<file path="config.mk">
export PLATFORM = sky130hd
export DESIGN_NAME = hilo_muldiv_ctrl
export DESIGN_NICKNAME = d
export VERILOG_FILES = /design/src/rtl/hilo_muldiv_ctrl.sv
export SDC_FILE = /design/constraint.sdc
export NUM_CORES = 1
export LEC_CHECK = 0
export BUFFER_PORTS_ARGS = -buffer_cell sky130_fd_sc_hd__buf_2
export CORE_MARGIN = 3
export CORE_UTILIZATION = 50
export CTS_CLUSTER_SIZE = 40
export DETAILED_ROUTE_END_ITERATION = 10
export MAX_ROUTING_LAYER = met4
export PLACE_DENSITY = 0.79
export SETUP_SLACK_MARGIN = 0.02
export SKIP_LAST_GASP = 1
export SLEW_MARGIN = 20
export SYNTH_ARGS = -nofsm -noshare
export SYNTH_HDL_FRONTEND = slang
export SYNTH_SLANG_ARGS = --single-unit
</file>
<file path="constraint.sdc">
create_clock -name clk -period 11 [get_ports clk]
set_input_delay 3.3 -clock clk [delete_from_list [all_inputs] [get_ports clk]]
set_output_delay 3.3 -clock clk [all_outputs]
set_load 0.005 [all_outputs]
</file>
<file path="src/rtl/hilo_muldiv_ctrl.sv">
// Multi-cycle HI/LO multiply/divide sequencer.
// Shift-add multiplier and restoring divider, WIDTH iterations each.
module hilo_muldiv_ctrl #(
    parameter int WIDTH = 32
) (
    input  logic             clk,
    input  logic             resetn,
    input  logic             start,
    input  logic [1:0]       op,
    input  logic [WIDTH-1:0] opa,
    input  logic [WIDTH-1:0] opb,
    input  logic             cancel,
    output logic             busy,
    output logic             done,
    output logic             hilo_we,
    output logic [WIDTH-1:0] hi_o,
    output logic [WIDTH-1:0] lo_o
);
    localparam int CW = $clog2(WIDTH);

    typedef enum logic [2:0] {
        S_IDLE, S_RUN, S_FIX, S_DONE, S_DIV0
    } state_t;

    state_t             state_q, state_d;
    logic [CW-1:0]      cnt_q, cnt_d;
    logic [2*WIDTH-1:0] acc_q, acc_d;
    logic [WIDTH-1:0]   b_q, b_d;
    logic               div_q, div_d;
    logic               sa_q, sa_d;
    logic               sb_q, sb_d;
    logic [WIDTH-1:0]   hi_q, hi_d;
    logic [WIDTH-1:0]   lo_q, lo_d;

    logic [WIDTH-1:0]   abs_a, abs_b;
    logic [WIDTH:0]     mul_sum;
    logic [2*WIDTH-1:0] mul_nxt;
    logic [WIDTH:0]     rem_sh;
    logic [WIDTH+1:0]   trial;
    logic [2*WIDTH-1:0] div_nxt;
    logic [2*WIDTH-1:0] prod_fix;
    logic [WIDTH-1:0]   quot_fix, rem_fix;

    assign abs_a = (op[0] && opa[WIDTH-1]) ? -opa : opa;
    assign abs_b = (op[0] && opb[WIDTH-1]) ? -opb : opb;

    // Accumulator holds {upper, multiplier}; carry out of the add is shifted back in.
    assign mul_sum = {1'b0, acc_q[2*WIDTH-1:WIDTH]}
                   + (acc_q[0] ? {1'b0, b_q} : '0);
    assign mul_nxt = {mul_sum, acc_q[WIDTH-1:1]};

    // Accumulator holds {remainder, quotient} for the divider.
    assign rem_sh  = {acc_q[2*WIDTH-1:WIDTH], acc_q[WIDTH-1]};
    assign trial   = {1'b0, rem_sh} - {2'b00, b_q};
    assign div_nxt = trial[WIDTH+1]
                   ? {rem_sh[WIDTH-1:0], acc_q[WIDTH-2:0], 1'b0}
                   : {trial[WIDTH-1:0], acc_q[WIDTH-2:0], 1'b1};

    // Sign flags are only ever set for signed ops, so unsigned ops pass through.
    assign prod_fix = (sa_q ^ sb_q) ? -acc_q : acc_q;
    assign quot_fix = (sa_q ^ sb_q) ? -acc_q[WIDTH-1:0]
                                    : acc_q[WIDTH-1:0];
    assign rem_fix  = sa_q ? -acc_q[2*WIDTH-1:WIDTH]
                           : acc_q[2*WIDTH-1:WIDTH];

    always_comb begin
        state_d = state_q;
        cnt_d   = cnt_q;
        acc_d   = acc_q;
        b_d     = b_q;
        div_d   = div_q;
        sa_d    = sa_q;
        sb_d    = sb_q;
        hi_d    = hi_q;
        lo_d    = lo_q;
        unique case (state_q)
            S_IDLE: begin
                if (start && !cancel) begin
                    div_d = op[1];
                    sa_d  = op[0] & opa[WIDTH-1];
                    sb_d  = op[0] & opb[WIDTH-1];
                    cnt_d = CW'(WIDTH - 1);
                    if (op[1] && opb == '0) begin
                        acc_d   = {{WIDTH{1'b0}}, opa};
                        b_d     = '0;
                        state_d = S_DIV0;
                    end else if (op[1]) begin
                        acc_d   = {{WIDTH{1'b0}}, abs_a};
                        b_d     = abs_b;
                        state_d = S_RUN;
                    end else begin
                        acc_d   = {{WIDTH{1'b0}}, abs_b};
                        b_d     = abs_a;
                        state_d = S_RUN;
                    end
                end
            end
            S_RUN: begin
                if (cancel) begin
                    state_d = S_IDLE;
                end else begin
                    acc_d = div_q ? div_nxt : mul_nxt;
                    cnt_d = cnt_q - 1'b1;
                    if (cnt_q == '0) state_d = S_FIX;
                end
            end
            S_FIX: begin
                if (cancel) begin
                    state_d = S_IDLE;
                end else begin
                    if (div_q) begin
                        hi_d = rem_fix;
                        lo_d = quot_fix;
                    end else begin
                        hi_d = prod_fix[2*WIDTH-1:WIDTH];
                        lo_d = prod_fix[WIDTH-1:0];
                    end
                    state_d = S_DONE;
                end
            end
            S_DIV0: begin
                if (cancel) begin
                    state_d = S_IDLE;
                end else begin
                    hi_d    = acc_q[WIDTH-1:0];
                    lo_d    = '1;
                    state_d = S_DONE;
                end
            end
            S_DONE: state_d = S_IDLE;
            default: state_d = S_IDLE;
        endcase
    end

    always_ff @(posedge clk) begin
        if (!resetn) begin
            state_q <= S_IDLE;
            cnt_q   <= '0;
            acc_q   <= '0;
            b_q     <= '0;
            div_q   <= 1'b0;
            sa_q    <= 1'b0;
            sb_q    <= 1'b0;
            hi_q    <= '0;
            lo_q    <= '0;
        end else begin
            state_q <= state_d;
            cnt_q   <= cnt_d;
            acc_q   <= acc_d;
            b_q     <= b_d;
            div_q   <= div_d;
            sa_q    <= sa_d;
            sb_q    <= sb_d;
            hi_q    <= hi_d;
            lo_q    <= lo_d;
        end
    end

    assign busy    = (state_q != S_IDLE);
    assign done    = (state_q == S_DONE);
    assign hilo_we = (state_q == S_DONE);
    assign hi_o    = hi_q;
    assign lo_o    = lo_q;

endmodule
</file>
Word-level counts from Yosys, hierarchy flattened:

Cells that the tools add are included.

* add/sub/neg operators: 8
* equal/unequal tests: 9
* muxes and demuxes: 32
* bitwise operators: 3
* reduce and logical (&&, ||, !) cells: 16

Operator list (number)
* 2-to-1 mux 32 bit: 15
* 2-to-1 mux 64 bit: 5
* negator 32 bit: 4
* case mux 32 bit (2 select lines): 2
* case mux 64 bit (2 select lines): 1
* negator 64 bit: 1
* subtractor 33 x 32 -> 34 bit: 1
* adder 32 x 32 -> 33 bit: 1
* zero test 32 bit: 1
* 2-to-1 mux 3 bit: 4
* 2-to-1 mux 5 bit: 2
* case mux 5 bit (2 select lines): 1
* case mux 3 bit (3 select lines): 1
* != test 2 bit, second input constant: 4
* equality test 3 x 2 -> 1 bit, second input constant: 2
* AND reduction 3 bit: 2
* zero test 5 bit: 1
* subtractor 5 x 1 -> 5 bit, second input constant: 1
* logical AND 1 bit: 4
* AND reduction 2 bit: 2
* nonzero test 2 bit: 2
* equality test 3 x 1 -> 1 bit, second input constant: 1
* equality test 3 bit, second input constant: 1
* zero test 3 bit: 1
* other kinds (7): 8

* register bits after elaboration: 171
* input bits: 70
* output and inout bits: 67
* word-level logic and storage cells: 77

Logic depth before layout (Yosys ltp):

* depth after elaboration: 6
* depth in mapped cells: 15
* depth with buffers taken out: 14

Least setup slack after synthesis:

No wires, ideal clock.

* path type: input to register
* start: input port opb[12]
* end: register acc_q[21]
* library setup time: 128 ps
* arrival time: 6514 ps
* required time: 10872 ps
* path slack: 4359 ps
* stages: 11
* buffers on the path: 2
* cell sequence: or4_1 -> or3_4 -> or4_4 -> or4_4 -> or4b_4 -> buf_6 -> buf_8 -> o221ai_1 -> a21oi_1 -> a211oi_1 -> nor2_1

* longest elaborated chain between the ends: 6
* elaborated cells between the ends (all ways): 8
* those cells by class: add/sub (1); mux (5); reduce/logical (2)

RTL lines
* start, declared: RTL line 11 `input logic [WIDTH-1:0] opb,`
* negator 32 bit: RTL line 45 `assign abs_b = (op[0] && opb[WIDTH-1]) ? -opb : opb;`
* 2-to-1 mux 32 bit: RTL line 45
* 2-to-1 mux 32 bit: RTL line 87 `end else if (op[1]) begin`
* 2-to-1 mux 32 bit (*): RTL line 83 `if (op[1] && opb == '0) begin`
* 2-to-1 mux 64 bit (*): RTL line 78 `if (start && !cancel) begin`
* case mux 64 bit (2 select lines) (*): RTL line 76 `unique case (state_q)`
* end signal, assigned: RTL line 139 `acc_q <= '0;`
* end signal, assigned: RTL line 149 `acc_q <= acc_d;`
* end, declared: RTL line 27 `logic [2*WIDTH-1:0] acc_q, acc_d;`

Mark *: on every way between the ends. The rest lies on a longest branch, timed or not. The select of a mux whose other input is x is not followed.
A chain may end at the register's enable or synchronous reset.

Final worst setup path:

* start: input port opb[12]
* end: register b_q[27]

* longest elaborated chain between the ends: 4
* elaborated cells between the ends (all ways): 6
* those cells by class: add/sub (1); mux (3); reduce/logical (2)

RTL lines
* negator 32 bit: RTL line 45
* 2-to-1 mux 32 bit: RTL line 45
* 2-to-1 mux 32 bit: RTL line 87
* 2-to-1 mux 32 bit (*): RTL line 83
* end signal, assigned: RTL line 140 `b_q <= '0;`
* end signal, assigned: RTL line 150 `b_q <= b_d;`
* end, declared: RTL line 28 `logic [WIDTH-1:0] b_q, b_d;`

Mark *: on every way between the ends. The rest lies on a longest branch, timed or not.

==> qor.yml <==
timing:
  setup_tns_ps: 0
  grt_setup_unrepaired: "no"
  final.period_utilization_pct: 60.9
  clock_skew_ps: 19.7
  worstMarginPinSlew_ps: 1080
  drv_slew: 0
  max_slew_margin_pct: 28.1
  setup_viol: 0
  fmax_mhz: 149
  finalHoldViolCount: 0
  fin_crit_ps: 6700
cells_and_area:
  final_core_util_pct: 56.6
  nets: 2162
  syn_to_final_growth_pct: 10.5
  drive_gt1_share_pct: 11.8
  n_antenna_cell: 0
  fill_cells: 2669
  fin_area_um2: 15900
outcome:
  status: "completed"
worst_setup_path:
  required_ps: 11340
  worstSetupEndpointType: "flip-flop"
  critical_path_class: "in2reg"
  crit_fanout: 34
  crit_arrival_ps: 7030
  critical_path.startpoint_type: "input pin"
synth:
  seq_area_frac_synth_pct: 23.9
  synth_largest_area_cell: "dfxtp_1"
  async_reset_ff_share_pct: 0
  synth-seq-cells: 171
  synth-main-ff-cell: "dfxtp_1"
  ys_warn_count: 0
  synth_top_area_share_pct: 23.9
  synth_area_leaders: "dfxtp_1 (24%), a21oi_1 (8.4%), xnor2_1 (7.1%)"
  syn_nets: 2109
  synth.cell_area_um2: 14300
  yosysUniqueCellTypes: 77
  synth-edff-count: 0
  synthCells: 1967
  yosysMostFrequentCell: "a21oi_1"
  avgSynthCellArea_um2: 7.29
  synthTopCellsByCount: "a21oi_1 (242), o21ai_0 (192), nor2_1 (191)"
global_route:
  grt_pass1_wl_mm: 79.7
  grt_pass1_vias: 14000
  antenna_found_initial: 0
  grt_max_degree: 99
  grt_usage_pct: 33.6
  grt_remaining_overflow: 0
power_and_ir_drop:
  p_leak_nw: 6.31
  seqPwrFrac_pct: 37.5
  clockPowerShare_pct: 35.4
  swShare_pct: 36.6
  switching_power_mw: 0.670
  combPwrFrac_pct: 27.1
  powerDensity_nw_per_um2: 115
  power.internal_mw: 1.16
  peakVddDrop_uv: 116
placed_design:
  place_congestion: 0.998
  dpl_cell_area_um2: 15200
  hpwl_mm: 39.4
  port-buffer-count: 136
clock_tree:
  ctsResizeCount: 0
  numCtsBuffers: 17
  cts_setup_buffers: 0
  root_buffer: "clkbuf_16"
  cts_buffer_depth: 2
  clk_latency_ps: 460
  cts.sinks: 171
  cts_htree_levels: 4
  clk_pin_slew_ps: 70
  cts_tree: "built"
  hold_buffers: 0
routing:
  vias_per_cell: 6.44
  drtIter0Drc: 1960
  drcViolationCount: 0
  vias: 15500
  dr.pass1.iters: 6
  final_antenna_net_count: 0
  wl_per_cell_um: 21.6
  finalWirelength_mm: 52.2
die:
  rows: 61
  initial_core_util_pct: 51.2
  die-width_um: 175
  fp.dieArea_um2: 30700
  core_um2: 28000
  num_io_pins: 137
  chipHeight_um: 175
job:
  max_cap_violations: 0
min_path:
  hp-class: "reg2reg"
==> metal layers <==
| metal | routed length (um) | GRT usage (%) | vias to the layer above |
|---|---|---|---|
| li1 | - | - | 7238 |
| met1 | 22600 | 47.2 | 7216 |
| met2 | 21800 | 48.4 | 953 |
| met3 | 5550 | 5.21 | 111 |
| met4 | 2260 | 13.3 | 0 |
| met5 | 0 | - | - |
==> flip-flops by register name (all words and copies together), names as in the netlist <==
signal,count
acc_q,64
b_q,32
cnt_q,5
div_q,1
hi_o,32
lo_o,32
sa_q,1
sb_q,1
state_q,3
==> placed cells by master (no fill, tap or decap), types with 13 or more instances in the layout <==
cell type / count
a21oi_1: 242
o21ai_0: 192
nor2_1: 189
dfxtp_1: 170
nand2_1: 156
buf_2: 136
xnor2_1: 116
ha_1: 70
inv_1: 69
xor2_1: 60
mux2i_1: 53
nor3_1: 49
a211oi_1: 47
nand3_1: 42
buf_4: 32
o221ai_1: 26
a21o_1: 22
a22oi_1: 22
a31oi_1: 19
o211ai_1: 19
or3_1: 18
clkbuf_16: 17
o31ai_1: 16
and2_1: 15
and3_1: 13
==> kinds of logic (layout without fill, tap and decap cells) <==
group	Yosys count	in the layout	synth area share, %
flip-flops	171	171	23.9
buffers and inverters	205	271	5.61
AND/OR/NAND/NOR	579	579	19.2
adder cells (fa/ha/maj)	72	72	6.39
XOR/XNOR	177	177	10.8
AO/OA/AOI/OAI	699	699	29.5
multiplexers	64	64	4.56
==> power by group through the flow <==
| stage | logic [mW] | registers [mW] | clock network, mW |
|---|---|---|---|
| 6_report | 0.495 | 0.686 | 0.648 |
| 5_1_grt | 0.532 | 0.688 | 0.675 |
| 4_1_cts | 0.481 | 0.683 | 0.646 |
| 3_5_place_dp | 0.478 | 0.698 | 0 |
| 3_3_place_gp | 0.473 | 0.697 | 0 |
| 2_1_floorplan | 0.346 | 0.672 | 0 |
==> path summary, 6_finish.rpt <==
path | startpoint | to | slack (ps) | cells past startpoint
setup / recovery | opb[12] | b_q[27] | 4300 | 9
hold / removal | b_q[4] | b_q[4] | 460 | 2
setup reg to reg | acc_q[31] | acc_q[44] | 6560 | 13
hold reg to reg | b_q[4] | b_q[4] | 460 | 2
==> worst max-delay path, cell delays in order <==
cell	delay (ps)
buf_2	130
or4_1	540
or3_4	400
or4_4	580
or4_4	540
or4b_4	730
a21oi_1	360
nor3_2	160
a32o_1	290
==> layout make-up <==
type | instances | area [um^2] | share of cell area [%]
Multi-Input combinational cell | 1591 | 10100 | 64.0
Timing Repair Buffer | 168 | 921 | 5.81
Sequential cell | 171 | 3420 | 21.6
Clock buffer | 17 | 425 | 2.68
Inverter | 71 | 267 | 1.68
Tap cell | 378 | 473 | 2.98
Clock inverter | 15 | 196 | 1.24
==> through the flow <==
| step | cells | hold slack (ps) | setup WS, ps | power [mW] |
|---|---|---|---|---|
| 6_report | 2411 | 456 | 4300 | 1.83 |
| 5_1_grt | 2411 | 471 | 4210 | 1.89 |
| 4_1_cts | 2411 | 456 | 4330 | 1.81 |
| 3_5_place_dp | 2379 | 448 | 3860 | 1.18 |
| 3_3_place_gp | 2379 | 441 | 3940 | 1.17 |
| 2_1_floorplan | 1967 | 432 | 4360 | 1.02 |
(Power assumes the default switching activity.)
